## src/rtl/mso_cic_pkg.sv

```systemverilog
// mso_cic_pkg: shared width helper, settle/run state encoding and rate clamp for the CIC decimator.
package mso_cic_pkg;

    typedef enum logic {ST_SETTLE = 1'b0, ST_RUN = 1'b1} cic_state_e;

    function automatic int cic_acc_width(input int x_width, input int m, input int rate_log2_max, input int d);
        return x_width + m * (rate_log2_max + d - 1);
    endfunction

    function automatic int cic_clamp_rate(input int rate, input int rate_max);
        return (rate > rate_max) ? rate_max : rate;
    endfunction

endpackage

```

## src/rtl/cic_channel_dp.sv

```systemverilog
// cic_channel_dp: one channel's Hogenauer integrators, comb chain and unity-gain output scaler.
// Define CIC_DECIM_ROUND_EN for round-half-up scaling; otherwise the scaler truncates toward -inf.
module cic_channel_dp import mso_cic_pkg::*; #(
    parameter int X_WIDTH = 12,
    parameter int Y_WIDTH = 12,
    parameter int M       = 3,
    parameter int D       = 1,
    parameter int ACC_W   = cic_acc_width(X_WIDTH, M, 6, D),
    parameter int SW      = 5
) (
    input  logic               clk,
    input  logic               rst_n,
    input  logic               en_i,
    input  logic               clr_i,
    input  logic               acc_en_i,
    input  logic               launch_i,
    input  logic [M:0]         v_i,
    input  logic [SW-1:0]      s_i,
    input  logic [X_WIDTH-1:0] x_i,
    output logic [Y_WIDTH-1:0] y_o
);
    localparam int PW = ACC_W + Y_WIDTH - X_WIDTH + 1;

    logic [M-1:0][ACC_W-1:0]        acc_q, acc_d, c_q;
    logic [M-1:0][D-1:0][ACC_W-1:0] dly_q;
    logic [ACC_W-1:0]               l_q;
    logic [M:0][ACC_W-1:0]          ch;
    logic signed [PW-1:0]           p;
    logic [Y_WIDTH-1:0]             y_q, y_d;

    // ch[i] feeds comb stage i; ch[M] is the finished comb output
    always_comb begin
        acc_d = acc_q;
        acc_d[0] = acc_q[0] + {{(ACC_W-X_WIDTH){x_i[X_WIDTH-1]}}, x_i};
        for (int i = 1; i < M; i++) acc_d[i] = acc_q[i] + acc_q[i-1];
        ch = {c_q, l_q};
        p = {{(PW-ACC_W){ch[M][ACC_W-1]}}, ch[M]};
        p = p <<< (Y_WIDTH - X_WIDTH);
`ifdef CIC_DECIM_ROUND_EN
        if (s_i != '0) p = p + (PW'(1) <<< (s_i - 1'b1));
`endif
        y_d = Y_WIDTH'(p >>> s_i);
    end

    always_ff @(posedge clk) begin
        if (!rst_n || clr_i) begin
            acc_q <= '0;
            l_q   <= '0;
            c_q   <= '0;
            dly_q <= '0;
            y_q   <= '0;
        end else if (en_i) begin
            if (acc_en_i) acc_q <= acc_d;
            if (launch_i) l_q <= acc_d[M-1];
            for (int i = 0; i < M; i++) begin
                if (v_i[i]) begin
                    c_q[i] <= ch[i] - dly_q[i][D-1];
                    dly_q[i][0] <= ch[i];
                    for (int j = 1; j < D; j++) dly_q[i][j] <= dly_q[i][j-1];
                end
            end
            if (v_i[M]) y_q <= y_d;
        end
    end

    assign y_o = y_q;

endmodule

```

## src/rtl/cic_decimator_mc.sv

```systemverilog
// cic_decimator_mc: multi-channel runtime-rate CIC decimator; shared counter, settle FSM and valid pipe.
// CIC_DECIM_ROUND_EN selects round-half-up output scaling in every channel datapath.
module cic_decimator_mc import mso_cic_pkg::*; #(
    parameter int  CHANNELS      = 1,
    parameter int  X_WIDTH       = 12,
    parameter int  Y_WIDTH       = 12,
    parameter int  M             = 3,
    parameter int  D             = 1,
    parameter int  RATE_LOG2_MAX = 6,
    localparam int ACC_W         = cic_acc_width(X_WIDTH, M, RATE_LOG2_MAX, D),
    localparam int RW            = $clog2(RATE_LOG2_MAX + 1)
) (
    input  logic                         clk,
    input  logic                         rst_n,
    input  logic                         enable,
    input  logic [RW-1:0]                rate_log2,
    input  logic                         x_valid,
    input  logic [CHANNELS*X_WIDTH-1:0]  x,
    output logic                         y_valid,
    output logic [CHANNELS*Y_WIDTH-1:0]  y,
    output logic                         settling
);
    localparam int CW   = (RATE_LOG2_MAX > 0) ? RATE_LOG2_MAX : 1;
    localparam int SMAX = M * (RATE_LOG2_MAX + D - 1);
    localparam int SW   = (SMAX > 0) ? $clog2(SMAX + 1) : 1;
    localparam int FW   = $clog2(M * D + 1);
    localparam logic [FW-1:0] FLUSH_N = FW'(M * D);

    cic_state_e     st_q, st_d;
    logic [RW-1:0]  rate_q, rate_new;
    logic [CW-1:0]  cnt_q, cnt_d;
    logic [FW-1:0]  flush_q, flush_d;
    logic [M:0]     v_q, v_d;
    logic           yv_q, yv_d, clr, acc_en, launch;
    logic [SW-1:0]  s;

    // v_q[0] marks the launch register, v_q[i+1] comb stage i; yv_q follows the scaler
    always_comb begin
        rate_new = RW'(cic_clamp_rate(int'(rate_log2), RATE_LOG2_MAX));
        clr      = enable && (rate_new != rate_q);
        acc_en   = enable && x_valid && !clr;
        launch   = acc_en && (cnt_q == CW'((1 << rate_q) - 1));
        s        = SW'(M * (int'(rate_q) + D - 1));
        cnt_d    = clr ? '0 : !acc_en ? cnt_q : launch ? '0 : cnt_q + 1'b1;
        v_d      = clr ? '0 : {v_q[M-1:0], launch};
        st_d     = clr ? ST_SETTLE : st_q;
        flush_d  = clr ? '0 : flush_q;
        yv_d     = !clr && v_q[M] && (st_q == ST_RUN);
        if (!clr && v_q[M] && (st_q == ST_SETTLE)) begin
            flush_d = flush_q + 1'b1;
            st_d    = (flush_d == FLUSH_N) ? ST_RUN : ST_SETTLE;
        end
    end

    always_ff @(posedge clk) begin
        if (!rst_n) begin
            rate_q  <= rate_new;
            cnt_q   <= '0;
            v_q     <= '0;
            yv_q    <= 1'b0;
            st_q    <= ST_SETTLE;
            flush_q <= '0;
        end else if (enable) begin
            rate_q  <= rate_new;
            cnt_q   <= cnt_d;
            v_q     <= v_d;
            yv_q    <= yv_d;
            st_q    <= st_d;
            flush_q <= flush_d;
        end
    end

    assign y_valid  = yv_q && enable;
    assign settling = (st_q == ST_SETTLE);

    for (genvar c = 0; c < CHANNELS; c++) begin : g_ch
        cic_channel_dp #(
            .X_WIDTH (X_WIDTH),
            .Y_WIDTH (Y_WIDTH),
            .M       (M),
            .D       (D),
            .ACC_W   (ACC_W),
            .SW      (SW)
        ) u_dp (
            .clk      (clk),
            .rst_n    (rst_n),
            .en_i     (enable),
            .clr_i    (clr),
            .acc_en_i (acc_en),
            .launch_i (launch),
            .v_i      (v_q),
            .s_i      (s),
            .x_i      (x[c*X_WIDTH +: X_WIDTH]),
            .y_o      (y[c*Y_WIDTH +: Y_WIDTH])
        );
    end

endmodule

```

## config.mk

```make
export PLATFORM = sky130hd
export DESIGN_NAME = cic_decimator_mc
export DESIGN_NICKNAME = d
export VERILOG_FILES = /design/src/rtl/mso_cic_pkg.sv /design/src/rtl/cic_channel_dp.sv /design/src/rtl/cic_decimator_mc.sv
export SDC_FILE = /design/constraint.sdc
export NUM_CORES = 1
export LEC_CHECK = 0
export CORE_ASPECT_RATIO = 1.75
export CORE_MARGIN = 5
export CORE_UTILIZATION = 60
export DETAILED_ROUTE_END_ITERATION = 7
export PLACE_DENSITY = 0.77
export SLEW_MARGIN = 15
export SYNTH_ARGS = -nofsm -noshare
export SYNTH_HDL_FRONTEND = slang
export SYNTH_SLANG_ARGS = --single-unit
```

## constraint.sdc

```tcl
create_clock -name clk -period 10.1 [get_ports clk]
set_input_delay 2.02 -clock clk [delete_from_list [all_inputs] [get_ports clk]]
set_output_delay 2.02 -clock clk [all_outputs]
set_load 0.05 [all_outputs]
```

# ---- After elaboration in Yosys (flattened, before gate mapping)
# Index checks and enable logic that the tools add are counted.
dict set report totals {
  ff_bits 329
  input_bits 19
  out_inout_bits 14
  wordCells 70
}
dict set report classes {
  eq_ne 4
  n_reduce_logical 21
  bitwise_logic 1
  shifts 2
  add_sub_neg 11
  mux 12
  magnitude_cmp 1
  multipliers 1
}
# operator count
set op_table {}
lappend op_table {{adder 30 bit} 3}
lappend op_table {{subtractor 30 bit} 3}
lappend op_table {{>>> shifter 30 x 5 -> 12 bit} 1}
lappend op_table {{2-to-1 mux 6 bit} 3}
lappend op_table {{AND reduction 2 bit} 8}
lappend op_table {{2-to-1 mux 3 bit} 3}
lappend op_table {{logical AND 1 bit} 8}
lappend op_table {{adder 6 x 1 -> 6 bit (second input constant)} 1}
lappend op_table {{equality test 6 bit} 1}
lappend op_table {{<< shifter 1 x 3 -> 6 bit (first input constant)} 1}
lappend op_table {{subtractor 6 x 2 -> 6 bit (second input constant)} 1}
lappend op_table {{multiplier 3 x 5 -> 5 bit (first input constant)} 1}
lappend op_table {{subtractor 4 x 1 -> 5 bit (second input constant)} 1}
lappend op_table {{adder 3 x 1 -> 4 bit (second input constant)} 1}
lappend op_table {{2-to-1 mux 2 bit} 2}
lappend op_table {{2-to-1 mux 4 bit} 1}
lappend op_table {{nonzero test 2 bit} 2}
lappend op_table {{greater-than comparator 3 bit (second input constant)} 1}
lappend op_table {{2-to-1 mux 1 bit} 3}
lappend op_table {{!= test 3 bit} 1}
lappend op_table {{adder 2 x 1 -> 2 bit (second input constant)} 1}
lappend op_table {{equality test 2 bit (second input constant)} 1}
lappend op_table {{zero test 1 bit} 2}
lappend op_table {{!= test 2 x 1 -> 1 bit (second input constant)} 1}
lappend op_table {{2 further kinds} 2}

# ---- Longest topological paths before layout
dict set report depth {
  depth_word 10
  ltp_mapped 16
  mapped_depth_nobuf 12
}

# ---- By module
# A second synthesis with hierarchy kept.
dict set report unflattened {
  cells_unflattened 2843
  area_unflattened_um2 22084.9
}
# mod area_each_um2 cells_each seq_area_each_um2 instances
set by_module_without_submodules {}
lappend by_module_without_submodules {cic_channel_dp 20923.8 2708 6246.0 1}
lappend by_module_without_submodules {cic_decimator_mc 1161.1 135 370.4 1}

# ---- Worst setup path after synthesis
# Ideal clock, no wire load.
dict set report synth_timing {
  path_type {input -> output}
  start {input enable}
  end {output y_valid}
  path_buffers 1
  arrival_ns 2.702
  slack_ns 5.378
  t_required_ns 8.080
  stages 2
  path_cell_list {clkbuf_1 and2_1}
}
dict set report synth_via {
  elab_chain_len 1
}
# item line
set synth_rtl {}
lappend synth_rtl {{start: declaration} cic_decimator_mc.sv:15} ;# input logic enable,
lappend synth_rtl {{logical AND 1 bit} cic_decimator_mc.sv:73} ;# assign y_valid = yv_q && enable;
lappend synth_rtl {{end: declaration} cic_decimator_mc.sv:19} ;# output logic y_valid,
# No other way between the ends.

# ---- Final worst setup path
# Ends and elaborated chain as after synthesis.

==> impl_results.md <==
- DPL Wire Length: around 40 mm
- Boundary Pins: 33
- Core area: approximately 37000 um^2
- Total grt overflow: 0
- Max Slew Vio Count: 0
- Die width: 155.0 um
- Share of the yosys chip area belonging to registers: 0.2995
- Leakage: around 9.3 nW
- Drt via density: roughly 6.0
- Clk buf depth: 3
- Worst Tran Pin Value: approximately 1.1 ns
- First-pass GRT wire length: ~90 mm
- Peak VDD IR: between 100 and 150 uV
- Skew-Pair Late Insertion Delay: 0.58 ns
- H-tree depth: 1
- DRC violations left: 0
- Hold Buf Count CTS: 0
- Power Dens Cells: between 100 and 150 nW/um^2
- FMAX: 171.2 MHz
- Final Wtd Congestion: between 0.9 and 1
- Total Power: between 2 and 3 mW
- Clock root buffer: clkbuf_16
- Post-synth EDFFs: 3
- Period utilization: 0.5782
- Reg clk slew, reported paths: 0.06 ns
- Critical path required time: about 8.1 ns
- Setup tns final: 0 ns
- Final net count: 2968
- Die Height: between 200 and 300 um
- Syn Nets: just over 3k
- Starting Density: 0.6027
- Crit path capture type: primary output
- Hold Fails Final Rpt: 0
- DRT Wirelength: between 50 and 60 mm
- FFs w/ async S/R, synth: 0
- CTS Buf Count: 31
- Unique cell type count in the Yosys netlist: 89
- Clock Skew: 0.01461 ns
- WS Path Type: input port to primary output
- Total number of vias: between 15k and 20k
- Largest net degree at the start of global routing: 87
- Slew HR: 0.2603
- Mapped Area: around 22000 um^2
- WL/cell: 16.69 um
- Post-CTS setup buffer count: 0
- CTS tree: done
- Gr usage total: 0.2582
- Leading register cell type out of synthesis: dfxtp_1
- Final setup vio count: 0
- RSZ-0062 raised after global routing: false
- Syn Area/Cell: 7.853 um^2
- Diodes inserted: 0
- Share of cells above drive strength 1: 0.05040
- WP data arrival: approximately 3.8 ns
- Crit path max fanout: 17
- FP Rows: between 90 and 100
- Initial antenna violation count: 0
- Max_cap viols: 0
- Status: finished clean
- Synthesis Warnings: 0
- Final setup slack of the worst path: 4.260 ns
- Synth Register Bits: 329
- Class of the tightest hold or removal check: flip-flop to flip-flop
- Sink Count: 329
- Place WS: approximately 4.2 ns
- Crit path launch type: input port
- DRT iter0 DRCs: 986
- Synth-to-Final Area Change: 6.701%
- Vias in the first global route: between 15k and 20k
- CTS resizes: 0
- Drt first pass iters: 5
- Buffers on Ports: 32
- Antenna-violating nets left: 0
- Cells after Synth: 2813
- Die footprint: 40900 um^2
- Period minus WS final: 5.840 ns
==> logic make-up (layout without fill, tap and decap cells) <==
group                    count (synthesis)  count (layout)  synth area share
AO/OA/AOI/OAI                          856             856            0.2496
XOR/XNOR                               152             152           0.06089
adder cells (fa/ha/maj)                192             192            0.1108
buffers and inverters                  269             234           0.04797
flip-flops                             329             329            0.2995
multiplexers                            76              76           0.04520
AND/OR/NAND/NOR                        939             939            0.1861
==> layer usage <==
layer  share of wire  GRT usage  wire length, um
met4           0.051     0.1300             2783
met3           0.027    0.02164             1480
met1            0.37     0.2643            20170
met2            0.55     0.5091            29870
met5               0          0                0
==> area by class of cell <==
cell class | instances | area, um^2
clock buffers | 38 | 822.0
clock inverters | 16 | 161.4
fillers | 3209 | 13080
inverters | 130 | 488.0
multi-input cells | 2215 | 14430
flip-flops and latches | 329 | 6616
well taps | 475 | 594.3
repair buffers | 50 | 455.4
==> cells in the final DEF, fill, tap and decap left out, drive strengths merged, types with 20 or more instances in the layout <==
| cell type | netlist | routed |
|---|---|---|
| a21oi | 353 | 353 |
| nor3 | 35 | 35 |
| and3 | 20 | 20 |
| nand2b | 29 | 29 |
| o21a | 24 | 24 |
| o21ai | 133 | 133 |
| a22o | 29 | 29 |
| xor2 | 60 | 60 |
| xnor2 | 91 | 91 |
| clkdlybuf4s50 | 0 | 32 |
| nand4 | 27 | 27 |
| mux2i | 48 | 48 |
| ha | 186 | 186 |
| a211oi | 57 | 57 |
| o21bai | 25 | 25 |
| nor2b | 31 | 31 |
| inv | 128 | 133 |
| nand2 | 489 | 489 |
| dfxtp | 326 | 326 |
| nand3 | 55 | 55 |
| clkbuf | 114 | 38 |
| nor2 | 192 | 192 |
| a21o | 84 | 84 |
==> cell usage after synthesis (all sizes together), types with 6 or more instances <==
cell / instances / share of area
nand2: 489 / 0.083
a21oi: 353 / 0.081
dfxtp: 326 / 0.30
nor2: 192 / 0.033
ha: 186 / 0.11
o21ai: 133 / 0.030
inv: 128 / 0.022
clkbuf: 114 / 0.019
xnor2: 91 / 0.036
a21o: 84 / 0.029
xor2: 60 / 0.024
a211oi: 57 / 0.020
nand3: 55 / 0.012
mux2i: 48 / 0.022
nor3: 35 / 0.0082
nor2b: 31 / 0.0088
a22o: 29 / 0.011
nand2b: 29 / 0.0082
nand4: 27 / 0.0076
buf: 25 / 0.0065
o21bai: 25 / 0.0085
o21a: 24 / 0.0082
and3: 20 / 0.0057
and2: 19 / 0.0054
mux4: 18 / 0.018
a31oi: 17 / 0.0051
o211ai: 15 / 0.0051
o31ai: 15 / 0.0062
a21boi: 12 / 0.0041
a221oi: 10 / 0.0054
mux2: 10 / 0.0051
or3: 10 / 0.0028
a311oi: 8 / 0.0037
and4: 8 / 0.0032
o41ai: 8 / 0.0035
o22ai: 7 / 0.0020
o31a: 7 / 0.0028
or2: 7 / 0.0020
a2111oi: 6 / 0.0049
a211o: 6 / 0.0024
fa: 6 / 0.0054
==> metrics by stage <==
| step | area, um^2 | instances | utilization | hold slack, ns |
|---|---|---|---|---|
| finish | 23570 | 3253 | 0.6430 | 0.4530 |
| global route | 23570 | 3253 | 0.6430 | 0.4689 |
| CTS | 23570 | 3253 | 0.6430 | 0.4553 |
| detailed placement | 22590 | 3199 | 0.6162 | 0.4465 |
| global placement | 22590 | 3199 | 0.6162 | 0.4388 |
| floorplan | 22090 | 2813 | - | 0.4166 |
==> power by group <==
group | internal, mW | total, mW | leakage, nW | switching [mW]
clock network | 0.633 | 1.15 | 0.477 | 0.520
registers | 1.30 | 1.31 | 2.66 | 0.00390
logic | 0.0792 | 0.223 | 6.16 | 0.144
==> critical path, cell delays in order <==
cell and delay (ns):
clkdlybuf4s50_1 0.79, and2_1 0.20, clkdlybuf4s50_1 0.81
==> final timing paths <==
kind	cells past startpoint	start	to	slack, ns
max	3	enable	y_valid	4.26
min	2	g_ch[0].u_dp.dly_q[10]	g_ch[0].u_dp.dly_q[10]	0.45
max reg2reg	10	rate_q[0]	g_ch[0].u_dp.l_q[28]	5.73
min reg2reg	2	g_ch[0].u_dp.dly_q[10]	g_ch[0].u_dp.dly_q[10]	0.45
==> sequential cells by signal (all words and copies together) (netlist names) <==
signal / flops
st_q: 1
g_ch.u_dp.c_q: 90
g_ch.u_dp.y_o: 12
g_ch.u_dp.acc_q: 90
yv_q: 1
v_q: 4
g_ch.u_dp.l_q: 30
rate_q: 3
cnt_q: 6
g_ch.u_dp.dly_q: 90
flush_q: 2
No activity file was read; power rests on OpenSTA's default activity.
